<file path="src/rtl/writeback_stage_ctrl.sv">
// M/W pipeline latch and writeback controller: drives the single regfile write port
// from the latched instruction or from a 1-entry skid buffer holding late multdiv results.
module writeback_stage_ctrl #(
    parameter int unsigned DATA_W       = 32,
    parameter int unsigned REG_AW       = 5,
    parameter int unsigned RA_REG       = 31,
    parameter int unsigned STATUS_REG   = 30,
    parameter int unsigned MD_EXC_CODE  = 4,
    parameter int unsigned STARVE_LIMIT = 3
) (
    input  logic              clock,
    input  logic              reset,
    input  logic              stall,
    input  logic              flush,
    input  logic              in_valid,
    input  logic [31:0]       in_instr,
    input  logic [DATA_W-1:0] in_alu_result,
    input  logic [DATA_W-1:0] in_mem_data,
    input  logic [DATA_W-1:0] in_pc_plus1,
    input  logic              md_valid,
    output logic              md_ready,
    input  logic [REG_AW-1:0] md_rd,
    input  logic [DATA_W-1:0] md_result,
    input  logic              md_exception,
    output logic              rf_we,
    output logic [REG_AW-1:0] rf_waddr,
    output logic [DATA_W-1:0] rf_wdata,
    output logic              wb_stall_req
);

    localparam int unsigned CNT_W = $clog2(STARVE_LIMIT + 1);

    localparam logic [4:0] OP_RTYPE = 5'b00000;
    localparam logic [4:0] OP_ADDI  = 5'b00101;
    localparam logic [4:0] OP_LW    = 5'b01000;
    localparam logic [4:0] OP_JAL   = 5'b00011;
    localparam logic [4:0] OP_SETX  = 5'b10101;

    localparam logic [REG_AW-1:0] RA_ADDR     = REG_AW'(RA_REG);
    localparam logic [REG_AW-1:0] STATUS_ADDR = REG_AW'(STATUS_REG);
    localparam logic [DATA_W-1:0] EXC_DATA    = DATA_W'(MD_EXC_CODE);
    localparam logic [CNT_W-1:0]  CNT_LIMIT   = CNT_W'(STARVE_LIMIT);

    // W latch contents
    logic              valid_r;
    logic [31:0]       instr_r;
    logic [DATA_W-1:0] alu_r;
    logic [DATA_W-1:0] mem_r;
    logic [DATA_W-1:0] pc1_r;
    logic              done_r;

    // skid buffer and starvation counter
    logic              skid_full_r;
    logic [REG_AW-1:0] skid_addr_r;
    logic [DATA_W-1:0] skid_data_r;
    logic [CNT_W-1:0]  starve_cnt_r;

    // decode and arbitration
    logic              dec_we_s;
    logic [REG_AW-1:0] dec_addr_s;
    logic [DATA_W-1:0] dec_data_s;
    logic              starve_s;
    logic              pipe_wr_s;
    logic              skid_drain_s;
    logic              md_accept_s;
    logic              sel_we_s;
    logic [REG_AW-1:0] sel_addr_s;
    logic [DATA_W-1:0] sel_data_s;
    logic              write_ok_s;

    // W latch: reset > flush > stall > load; done remembers a write already made under stall
    always_ff @(posedge clock) begin
        if (reset) begin
            valid_r <= 1'b0;
            instr_r <= 32'h0000_0000;
            alu_r   <= '0;
            mem_r   <= '0;
            pc1_r   <= '0;
            done_r  <= 1'b0;
        end else if (flush) begin
            valid_r <= 1'b0;
            done_r  <= 1'b0;
        end else if (stall) begin
            done_r  <= done_r | pipe_wr_s;
        end else begin
            valid_r <= in_valid;
            instr_r <= in_instr;
            alu_r   <= in_alu_result;
            mem_r   <= in_mem_data;
            pc1_r   <= in_pc_plus1;
            done_r  <= 1'b0;
        end
    end

    // Decode the latched opcode into a candidate register write
    always_comb begin
        dec_we_s   = 1'b0;
        dec_addr_s = '0;
        dec_data_s = '0;
        case (instr_r[31:27])
            OP_RTYPE, OP_ADDI: begin
                dec_we_s   = 1'b1;
                dec_addr_s = instr_r[26:22];
                dec_data_s = alu_r;
            end
            OP_LW: begin
                dec_we_s   = 1'b1;
                dec_addr_s = instr_r[26:22];
                dec_data_s = mem_r;
            end
            OP_JAL: begin
                dec_we_s   = 1'b1;
                dec_addr_s = RA_ADDR;
                dec_data_s = pc1_r;
            end
            OP_SETX: begin
                dec_we_s   = 1'b1;
                dec_addr_s = STATUS_ADDR;
                dec_data_s = DATA_W'(instr_r[26:0]);
            end
            default: begin
                dec_we_s   = 1'b0;
                dec_addr_s = '0;
                dec_data_s = '0;
            end
        endcase
    end

    assign starve_s     = skid_full_r & (starve_cnt_r == CNT_LIMIT);
    assign pipe_wr_s    = valid_r & dec_we_s & ~done_r & ~starve_s;
    assign skid_drain_s = skid_full_r & ~pipe_wr_s;
    assign md_accept_s  = md_valid & md_ready;

    // Skid buffer: capture only on handshake, empty when it wins the port
    always_ff @(posedge clock) begin
        if (reset) begin
            skid_full_r <= 1'b0;
            skid_addr_r <= '0;
            skid_data_r <= '0;
        end else if (md_accept_s) begin
            skid_full_r <= 1'b1;
            skid_addr_r <= md_exception ? STATUS_ADDR : md_rd;
            skid_data_r <= md_exception ? EXC_DATA : md_result;
        end else if (skid_drain_s) begin
            skid_full_r <= 1'b0;
        end else begin
            skid_full_r <= skid_full_r;
        end
    end

    // Starvation counter: cycles a full skid loses the port to the pipeline
    always_ff @(posedge clock) begin
        if (reset) begin
            starve_cnt_r <= '0;
        end else if (skid_drain_s) begin
            starve_cnt_r <= '0;
        end else if (skid_full_r & pipe_wr_s) begin
            starve_cnt_r <= starve_cnt_r + CNT_W'(1);
        end else begin
            starve_cnt_r <= starve_cnt_r;
        end
    end

    // Port arbitration: pipeline first, then skid, else idle
    always_comb begin
        sel_we_s   = 1'b0;
        sel_addr_s = '0;
        sel_data_s = '0;
        if (pipe_wr_s) begin
            sel_we_s   = 1'b1;
            sel_addr_s = dec_addr_s;
            sel_data_s = dec_data_s;
        end else if (skid_full_r) begin
            sel_we_s   = 1'b1;
            sel_addr_s = skid_addr_r;
            sel_data_s = skid_data_r;
        end else begin
            sel_we_s   = 1'b0;
        end
    end

    // Register 0 is never written; nothing leaves the block while reset is held
    assign write_ok_s = sel_we_s & (sel_addr_s != '0) & ~reset;

    // Output drive
    always_comb begin
        rf_we    = 1'b0;
        rf_waddr = '0;
        rf_wdata = '0;
        if (write_ok_s) begin
            rf_we    = 1'b1;
            rf_waddr = sel_addr_s;
            rf_wdata = sel_data_s;
        end else begin
            rf_we    = 1'b0;
        end
    end

    assign md_ready     = ~skid_full_r & ~reset;
    assign wb_stall_req = starve_s & ~reset;

endmodule

</file>
<file path="config.mk">
export PLATFORM = sky130hd
export DESIGN_NAME = writeback_stage_ctrl
export DESIGN_NICKNAME = d
export VERILOG_FILES = /design/src/rtl/writeback_stage_ctrl.sv
export SDC_FILE = /design/constraint.sdc
export NUM_CORES = 1
export LEC_CHECK = 0
export CAP_MARGIN = 20
export CORE_MARGIN = 3
export CORE_UTILIZATION = 52
export DETAILED_ROUTE_END_ITERATION = 8
export PLACE_DENSITY_LB_ADDON = 0.12
export SYNTH_ARGS = -nofsm -noshare
export SYNTH_HDL_FRONTEND = slang
export SYNTH_SLANG_ARGS = --single-unit
export TNS_END_PERCENT = 1
</file>
<file path="constraint.sdc">
create_clock -name clock -period 7.85 [get_ports clock]
set_input_delay 1.9625 -clock clock [delete_from_list [all_inputs] [get_ports clock]]
set_output_delay 1.9625 -clock clock [all_outputs]
set_load 0.005 [all_outputs]
</file>
* After elaboration in Yosys (flattened, before gate mapping)
Cells that the tools add are included.
** Operators by class
- Multiplexer cells :: 16
- Add/sub/neg operators :: 1
- Reductions and logical operators :: 10
- Bitwise gates (word level) :: 19
- Equality and inequality tests :: 5
** Operators with widths (count)
- $mux W32 :: 4
- $pmux W32 S4 :: 1
- $mux W5 :: 4
- $pmux W5 S3 :: 1
- $and A1 B1 Y1 :: 11
- $not A1 Y1 :: 7
- $mux W1 :: 6
- $reduce_or A2 Y1 :: 3
- $reduce_or A3 Y1 :: 2
- $eq A5 B2 Y1 const B :: 1
- $eq A5 B3 Y1 const B :: 1
- $eq A5 B4 Y1 const B :: 1
- $eq A5 B5 Y1 const B :: 1
- $logic_not A5 Y1 :: 1
- $reduce_bool A5 Y1 :: 1
- $reduce_or A5 Y1 :: 1
- $add A2 B1 Y2 const B :: 1
- $eq A2 B2 Y1 const B :: 1
- $reduce_and A2 Y1 :: 1
- $reduce_bool A2 Y1 :: 1
- $or A1 B1 Y1 :: 1
** Storage, ports and cells
- Bits of input ports :: 172
- Output and inout bits :: 40
- Register bits :: 170

* Logic depth before layout (Yosys ltp)
Gate-level depths: netlist of the first run.
- Depth in word-level cells :: 11
- Mapped depth :: 8
- Gate-level depth less buffers :: 6

* Least setup slack after synthesis of the first run
OpenSTA, ideal clock, no wires.
- Path kind :: input-to-output
- Start :: input reset
- End :: output rf_wdata[17]
- Arrival time :: 2.650 ns
- Path buffers :: 2
- Stages on the path :: 3
- Path slack :: 3.237 ns
- Path through :: clkbuf_1 clkbuf_1 a221oi_1
** On the way
- Cells in the longest elaborated chain, start to end :: 3
** RTL lines
- start: declaration :: RTL line 12 : input logic reset,
- $not A1 Y1 :: RTL line 183 : assign write_ok_s = sel_we_s & (sel_addr_s != '0) & ~reset;
- $and A1 B1 Y1 :: RTL line 183
- $mux W32 :: RTL line 190 : if (write_ok_s) begin
- end: declaration :: RTL line 27 : output logic [DATA_W-1:0] rf_wdata,
Every way passes these cells.

* Worst setup path after layout of the first run
- Start :: register instr_r[31]
- End :: output rf_wdata[2]
** On the way
- Cells in the longest elaborated chain, start to end :: 11
** RTL lines
- start: declaration :: RTL line 46 : logic [31:0] instr_r;
- start signal: assignment :: RTL line 87 : instr_r <= in_instr;
- $eq A5 B5 Y1 (tied with other cells) :: RTL line 100 : case (instr_r[31:27])
- $reduce_or A5 Y1 (no line)
- $mux W1 :: RTL line 100
- $and A1 B1 Y1 (3 in series) :: RTL line 130 : assign pipe_wr_s = valid_r & dec_we_s & ~done_r & ~starve_s;
- $mux W5 :: RTL line 169 : if (pipe_wr_s) begin
- $reduce_bool A5 Y1 :: RTL line 183
- $and A1 B1 Y1 (2 in series) :: RTL line 183
- $mux W32 (*) :: RTL line 190
Mark *: on every way between the ends. The rest lies on a longest branch, timed or not.

==> results.cfg, run 1 <==
[worst_setup_path]
worst_path_max_delay_cell = o41ai_4
worstPathMaxFanout = 34
crit_family = compound AO/OA/AOI/OAI gates
cp_cell_sequence = buf_4 > nor4_2 > a211o_1 > nand2_1 > o41ai_4 > buf_4 > a221oi_1 > clkdlybuf4s50_1
arrival_ns = 3.64
startpoint_type = register
path_common_cell = buf_4
path_class = reg2out
slowest_delay_ns = 0.92
crit_required_ns = 5.89
path_buf_inv = 3
crit_path_end_kind = output port

[timing]
rsz0062_at_grt = false
drv_slew = 0
max_freq_mhz = 179
period_needed_ns = 5.60
max_slew.worst_pin.slew_ns = 1.11
finClkSkew_ns = 0.00680
hold_violations = 0
slew_headroom_pct = 25.8
hold_ws_ns = 0.454
setup_viol = 0
min_period_over_period_pct = 71.3
setup_tns_ns = 0
fin_ws_ns = 2.25

[grt]
antenna_found_initial = 1
grt_overflow_total = 0
grt_pass1_wl_mm = 39.0
grt_max_degree = 146
gr-usage-all-layers_pct = 31.1
first_global_vias = 7068

[clock_tree]
clk_latency_ns = 0.42
cts_buffers = 17
path_clk_slew_ns = 0.06
cts_hold_buf = 0
ctsHtreeMaxLevel = 4
clock-root-buffer = clkbuf_16
cts_tree = built
postCtsResizedCells = 0
post_cts_buffers = 0
cts.sinks = 170
cts.path.max_buffers = 2

[die]
num_rows = 43
die_x_um = 127
start_util_pct = 54.1
die_area_mm2 = 0.0162
ios = 212
core-area_mm2 = 0.0141
fp.dieH_um = 127

[placed_design]
port_buffers = 211
pre_cts_ws_ns = 2.09
place_inst = 1293
dp_hpwl_mm = 17.9
gp_congestion = 0.891

[power_and_ir_drop]
p_total_mw = 2.07
leakage_nw = 3.48
ir_drop_uv = 180
p_per_area_mw_per_mm2 = 199

[synthesis]
synth_flop_cell = dfxtp_1
syn_area_mm2 = 0.00765
synth_edf_count = 0
seq_area_frac_synth_pct = 44.5
syn_nets = 1158
syn_area_per_cell_um2 = 7.77
synth_top_area_share_pct = 44.5
ys_ff_latch = 170
synth_top_cell_by_area = dfxtp_1
synth_commonest_cells = nand2_1 (300), a21oi_1 (170), dfxtp_1 (170)
synth_area_leaders = dfxtp_1 (44%), nand2_1 (15%), a21oi_1 (11%)
yosysMostFrequentCell = nand2_1
synth_cell_type_count = 40
ys_warn_count = 0
async_flop_share_pct = 0
synth_cells = 985

[min_path]
hold_class = reg2reg

[drt]
antenna_left = 0
via_count = 7942
finalWirelength_mm = 26.4
drc = 0
first_pass_iters = 6
avgViaCountPerCell = 5.97
drtIter0Drc = 965
routedWlPerCell_um = 19.9

[cells_and_area]
drive_above_1_share_pct = 5.84
fillers = 1136
final_cells = 1330
nNetsFinal = 1308
syn2layout_area_growth_pct = 36.1

[run_status]
outcome = complete, no violations

[job]
maxCapViolCount = 0
[flip-flops by register name, summed over array words and instances, names as in the netlist]
register,flops
done_r,1
mem_r,32
skid_data_r,32
valid_r,1
alu_r,32
skid_full_r,1
starve_cnt_r,2
pc1_r,32
instr_r,32
skid_addr_r,5
[worst paths after layout]
kind                            cells after the start              end   startpoint  slack [ns]
worst max-delay path                                8      rf_wdata[2]  instr_r[31]        2.25
worst min-delay path                                2        alu_r[29]    alu_r[29]        0.45
worst max register to register                      7  starve_cnt_r[0]  instr_r[31]        5.77
worst min register to register                      2        alu_r[29]    alu_r[29]        0.45
[metal layers]
| layer | vias to the layer above | global-route usage (%) | wire length (um) |
|---|---|---|---|
| met5 | - | 0 | 0 |
| met1 | 3737 | 39.5 | 10300 |
| li1 | 3756 | - | - |
| met4 | 0 | 17.9 | 1530 |
| met3 | 73 | 9.78 | 2470 |
| met2 | 376 | 46.6 | 12100 |
[layout by cell type (no fill, tap or decap), types with 3 or more instances in the layout]
cell type and n:
nand3_1 30, nand2_1 300, nand3b_1 34, a221oi_2 5, mux2_2 5, clkdlybuf4s50_1 210, a211oi_1 7, bufinv_16 3
nor2_1 11, buf_4 13, nor3_1 16, dfxtp_1 170, a22o_1 27, clkbuf_16 17, a32o_1 27, a222oi_1 5
a21oi_1 170, o21ai_0 32, and2_1 3, clkbuf_8 5, a221oi_1 22
[kinds of logic after synthesis]
logic type / count (synthesis) / share of synthesized area [%]
compound gates: 301 / 25.7
flops: 170 / 44.5
fa+ha+maj: 1 / 0.163
mux: 6 / 0.866
buf+inv: 98 / 5.26
xor+xnor: 1 / 0.114
simple gates: 408 / 23.4
[per-stage QoR]
stage,area [um^2],util [%]
2_1_floorplan,7650,-
3_3_place_gp,9710,68.7
3_5_place_dp,9710,68.7
4_1_cts,10300,73.1
5_1_grt,10400,73.6
6_report,10400,73.6
[where the power goes]
part | leakage [nW] | internal (mW) | switching, mW
Sequential | 1.39 | 0.900 | 0.0228
Clock | 0.311 | 0.547 | 0.345
Combinational | 1.78 | 0.124 | 0.130
Total | 3.48 | 1.57 | 0.498
[layout make-up]
| type | instances | area (um^2) | area share, % |
|---|---|---|---|
| Multi-Input combinational cell | 717 | 3870 | 37.1 |
| Sequential cell | 170 | 3400 | 32.7 |
| Timing Repair Buffer | 227 | 2280 | 21.9 |
| Clock buffer | 24 | 502 | 4.81 |
| Tap cell | 180 | 225 | 2.16 |
| Clock inverter | 8 | 130 | 1.25 |
| Inverter | 2 | 7.51 | 0.0720 |
| Antenna cell | 2 | 5.00 | 0.0480 |
[worst register-to-register path, stage by stage (launching register included)]
cell and delay (ns):
dfxtp_1 0.30, buf_4 0.25, nor4_2 0.41, a211o_1 0.18, nand2_1 0.10, buf_4 0.28, or3_1 0.37, a21oi_1 0.12
(Power assumes the default switching activity.)
==> run 2: changes to the inputs <==
- CORE_UTILIZATION: 52 -> 48
- clock period: 7.85 -> 5.5 ns (I/O delays scaled with it)
==> run 2 against run 1 <==
Net effect:
- sequential power rose by 43%
- global-route usage fell by 2.1 points
- combinational power rose by 42%
- die area rose by 7.9%
- final cell count rose by 2.4%
- non-clock buffer count rose by 2
- clock power rose by 41%
- sequential cell count did not move
- count of clock-buffer cells in the layout fell by 5
- via count fell by 1.2%
- clock skew fell by 0.0018 ns
==> results.cfg, run 2 (synthesis gave the netlist of run 1 again) <==
[run_status]
outcome = complete, no violations

[grt]
grt_max_degree = 99
gr-usage-all-layers_pct = 29.0
first_global_vias = 7241
antenna_found_initial = 4
grt_pass1_wl_mm = 39.7
grt_overflow_total = 0

[cells_and_area]
final_cells = 1362
drive_above_1_share_pct = 6.01
layout_common_cells = nand2_1 (300), clkdlybuf4s50_1 (210), a21oi_1 (170), dfxtp_1 (170), nand3b_1 (34)
mostFrequentLayoutCell = nand2_1
syn2layout_area_growth_pct = 36.4
multi_input_area_mm2 = 0.00387
nNetsFinal = 1310
fillers = 1368
ff_latch_area_mm2 = 0.00340

[worst_setup_path]
arrival_ns = 3.64
cp-endpoint = rf_wdata[7]
startpoint = instr_r[27]
startpoint_type = register
worstPathMaxFanout = 30
worstReg2RegStart = instr_r[27]
ff2ff_path_depth = 7
crit_path_end_kind = output port
path_class = reg2out
regToRegSetupSlack_ns = 2.84
crit_required_ns = 4.12
timing.rr.end = done_r

[clock_tree]
ctsHtreeMaxLevel = 4
postCtsResizedCells = 0
cts.path.max_buffers = 2
clock-root-buffer = clkbuf_16
cts_tree = built
clk_latency_ns = 0.43
path_clk_slew_ns = 0.06
cts_hold_buf = 0
cts_buffers = 17
post_cts_buffers = 0
cts.sinks = 170

[drt]
drtIter0Drc = 865
antenna_left = 0
drc = 0
finalWirelength_mm = 26.3
first_pass_iters = 5
avgViaCountPerCell = 5.76
via_count = 7848
routedWlPerCell_um = 19.3

[placed_design]
port_buffers = 211
dp_hpwl_mm = 18.4
place_inst = 1329
gp_congestion = 0.911

[timing]
rsz0062_at_grt = false
max_slew.worst_pin.slew_ns = 1.07
setup_tns_ns = 0
period_needed_ns = 5.02
finClkSkew_ns = 0.00501
max_freq_mhz = 199
slew_headroom_pct = 28.4
min_period_over_period_pct = 91.2
setup_viol = 0
drv_slew = 0
hold_violations = 0

[die]
die_area_mm2 = 0.0175
core-area_mm2 = 0.0154
fp.dieH_um = 132
num_rows = 45
ios = 212
start_util_pct = 49.6
die_x_um = 132

[power_and_ir_drop]
switching_power_mw = 0.709
p_per_area_mw_per_mm2 = 282
switching_share_pct = 24.1
p_comb_share_pct = 12.3
power_frac_seq_pct = 44.9
pwr-share-clk_pct = 42.8
p_int_mw = 2.23
leakage_nw = 3.46
ir_drop_uv = 254

[min_path]
hold_class = reg2reg

[job]
maxCapViolCount = 0
## run 2: critical path: stages, from the launching register on
cell and delay, ns:
dfxtp_1 0.47, and4bb_1 0.22, buf_4 0.32, a211oi_1 0.19, nor2_2 0.79, o21ai_0 0.27, a221oi_1 0.37, clkdlybuf4s50_1 0.57
## run 2: layout make-up
cell class / instances / share of cell area [%]
Multi-Input combinational cell: 717 / 37.1
Sequential cell: 170 / 32.6
Timing Repair Buffer: 229 / 21.8
Clock buffer: 19 / 4.24
Tap cell: 211 / 2.53
Clock inverter: 12 / 1.67
Inverter: 2 / 0.0719
Antenna cell: 2 / 0.0480
## run 2: power groups by stage
stage / clock network (mW) / logic, mW / registers [mW]
6_report: 1.26 / 0.362 / 1.32
5_1_grt: 1.31 / 0.394 / 1.32
4_1_cts: 1.27 / 0.360 / 1.32
3_5_place_dp: 0 / 0.358 / 1.34
3_3_place_gp: 0 / 0.356 / 1.34
2_1_floorplan: 0 / 0.180 / 1.33
## run 2: worst min-delay path by stage
stage                          from               to  slack [ns]  cells after the start
floorplan           skid_data_r[27]  skid_data_r[27]        0.43                      2
global placement    skid_data_r[23]  skid_data_r[23]        0.44                      2
detailed placement  skid_data_r[17]  skid_data_r[17]        0.44                      2
CTS                 skid_data_r[23]  skid_data_r[23]        0.45                      2
global route        skid_data_r[10]  skid_data_r[10]        0.47                      2
finish              skid_data_r[23]  skid_data_r[23]        0.45                      2
## run 2: metal layers
metal	part of all wire (%)	global-route usage [%]
met1	39	34.7
met2	47	47.1
met3	9.7	10.8
met4	3.9	12.0
met5	0.099	0
## run 2: stage by stage
| step | worst slack, ns | instance area [um^2] | power, mW | hold slack, ns | util, % |
|---|---|---|---|---|---|
| 3_3_place_gp | 1.06 | 9820 | 1.70 | 0.439 | 63.6 |
| 6_report | 0.485 | 10400 | 2.94 | 0.454 | 67.7 |
| 4_1_cts | 0.516 | 10400 | 2.95 | 0.454 | 67.6 |
| 2_1_floorplan | 2.06 | 7650 | 1.51 | 0.432 | - |
| 5_1_grt | 0.194 | 10400 | 3.03 | 0.470 | 67.6 |
| 3_5_place_dp | 0.999 | 9820 | 1.70 | 0.444 | 63.6 |
==> run 3: changes to the inputs <==
- CORE_UTILIZATION: 48 -> 44
- SKIP_LAST_GASP: default -> 1
- clock period: 5.5 -> 4.6 ns (I/O delays scaled with it)
==> run 3 against run 2 <==
Net effect:
- global-route usage is 2.6 points lower
- sequential share of layout area hardly changed
- largest power group unchanged
- count of clock-buffer cells in the layout is 3 higher
- critical path type unchanged
- highest routed layer unchanged
==> results.cfg, run 3 (synthesis gave the netlist of run 1 again) <==
[run_status]
outcome = complete, no violations

[grt]
grt_overflow_total = 0
first_global_vias = 7009
gr-usage-all-layers_pct = 26.4
grt_pass1_wl_mm = 38.1
grt_max_degree = 144
antenna_found_initial = 1

[die]
core-area_mm2 = 0.0168
start_util_pct = 45.5
die_area_mm2 = 0.0190
ios = 212
die_x_um = 138
num_rows = 47
fp.dieH_um = 138

[worst_setup_path]
cp_cell_sequence = or3b_2 > a21oi_2 > o211a_1 > a211oi_4 > buf_4 > a221oi_1 > clkdlybuf4s50_1
crit_path_end_kind = output port
worstPathMaxFanout = 33
path_class = reg2out
startpoint_type = register
slowest_delay_ns = 0.57
worst_path_max_delay_cell = clkdlybuf4s50_1
crit_required_ns = 3.45
arrival_ns = 3.29

[drt]
finalWirelength_mm = 25.9
via_count = 7704
first_pass_iters = 5
antenna_left = 0
drc = 0
drtIter0Drc = 727
avgViaCountPerCell = 5.62
routedWlPerCell_um = 18.9

[cells_and_area]
syn2layout_area_growth_pct = 36.5
drive_above_1_share_pct = 6.25
mostFrequentLayoutCell = nand2_1
final_cells = 1372
layout_common_cells = nand2_1 (300), clkdlybuf4s50_1 (210), a21oi_1 (170), dfxtp_1 (170), nand3b_1 (34)
n_antenna_cell = 0
nNetsFinal = 1312
utilization_pct = 62.1

[power_and_ir_drop]
ir_drop_uv = 280
leakage_nw = 3.47
p_per_area_mw_per_mm2 = 329

[timing]
period_needed_ns = 4.44
rsz0062_at_grt = false
setup_viol = 0
slew_headroom_pct = 30.0
drv_slew = 0
finClkSkew_ns = 0.00440
min_period_over_period_pct = 96.6
hold_violations = 0
setup_tns_ns = 0
max_slew.worst_pin.slew_ns = 1.05
max_freq_mhz = 225

[placed_design]
port_buffers = 211
dp_hpwl_mm = 17.9
gp_congestion = 0.846
place_inst = 1338

[clock_tree]
cts.sinks = 170
cts_hold_buf = 0
cts_tree = built
cts_buffers = 17
clock-root-buffer = clkbuf_16
cts.path.max_buffers = 2
path_clk_slew_ns = 0.06
ctsHtreeMaxLevel = 4
clk_latency_ns = 0.43

[job]
maxCapViolCount = 0

[min_path]
hold_class = reg2reg
==> run 3: power by group <==
part	switching (mW)	total [mW]	internal (mW)
logic	0.216	0.431	0.215
clock network	0.593	1.44	0.842
registers	0.0406	1.58	1.54
total	0.849	3.44	2.59
==> run 3: worst paths after layout <==
kind	depth (start not counted)	to	startpoint	slack (ns)
worst min register to register	2	skid_data_r[27]	skid_data_r[27]	0.45
worst min-delay path	2	skid_data_r[27]	skid_data_r[27]	0.45
worst max register to register	6	skid_data_r[16]	skid_full_r	2.51
worst max-delay path	7	rf_wdata[14]	instr_r[28]	0.16
==> run 3: layout make-up <==
cell class	count	area, um^2
Tap cell	220	275
Fill cell	1591	6370
Inverter	2	7.51
Multi-Input combinational cell	717	3870
Timing Repair Buffer	231	2300
Clock inverter	10	118
Clock buffer	22	474
Sequential cell	170	3400
==> run 3: what timing repair did <==
item,4_1_cts,5_1_grt
setup endpoints to repair,11,33
buffers inserted,0,1
gates cloned,0,0
pin swaps,0,1
resized for setup,1,1
==> run 3: worst max-delay path, delay by kind of cell (launching register included) <==
family	cells	cell delay (ns)
AND/OR/NAND/NOR	1	0.48
AO/OA/AOI/OAI	4	1.06
flip-flops	1	0.47
buffers and inverters	2	0.83
==> run 3: per-layer routing <==
layer	track usage [%]	vias up	wire, um
li1	-	3763	-
met1	35.8	3606	11100
met2	40.3	287	11900
met3	5.15	46	1940
met4	12.8	2	1010
met5	0	-	13
==> run 3: through the flow <==
| stage | hold slack [ns] | total power, mW | cell area [um^2] | worst slack, ns |
|---|---|---|---|---|
| 2_1_floorplan | 0.432 | 1.81 | 7650 | 1.44 |
| 3_3_place_gp | 0.440 | 2.03 | 9830 | 0.539 |
| 3_5_place_dp | 0.443 | 2.03 | 9830 | 0.511 |
| 4_1_cts | 0.452 | 3.45 | 10400 | 0.0214 |
| 5_1_grt | 0.468 | 3.56 | 10500 | 0.0214 |
| 6_report | 0.452 | 3.44 | 10500 | 0.157 |
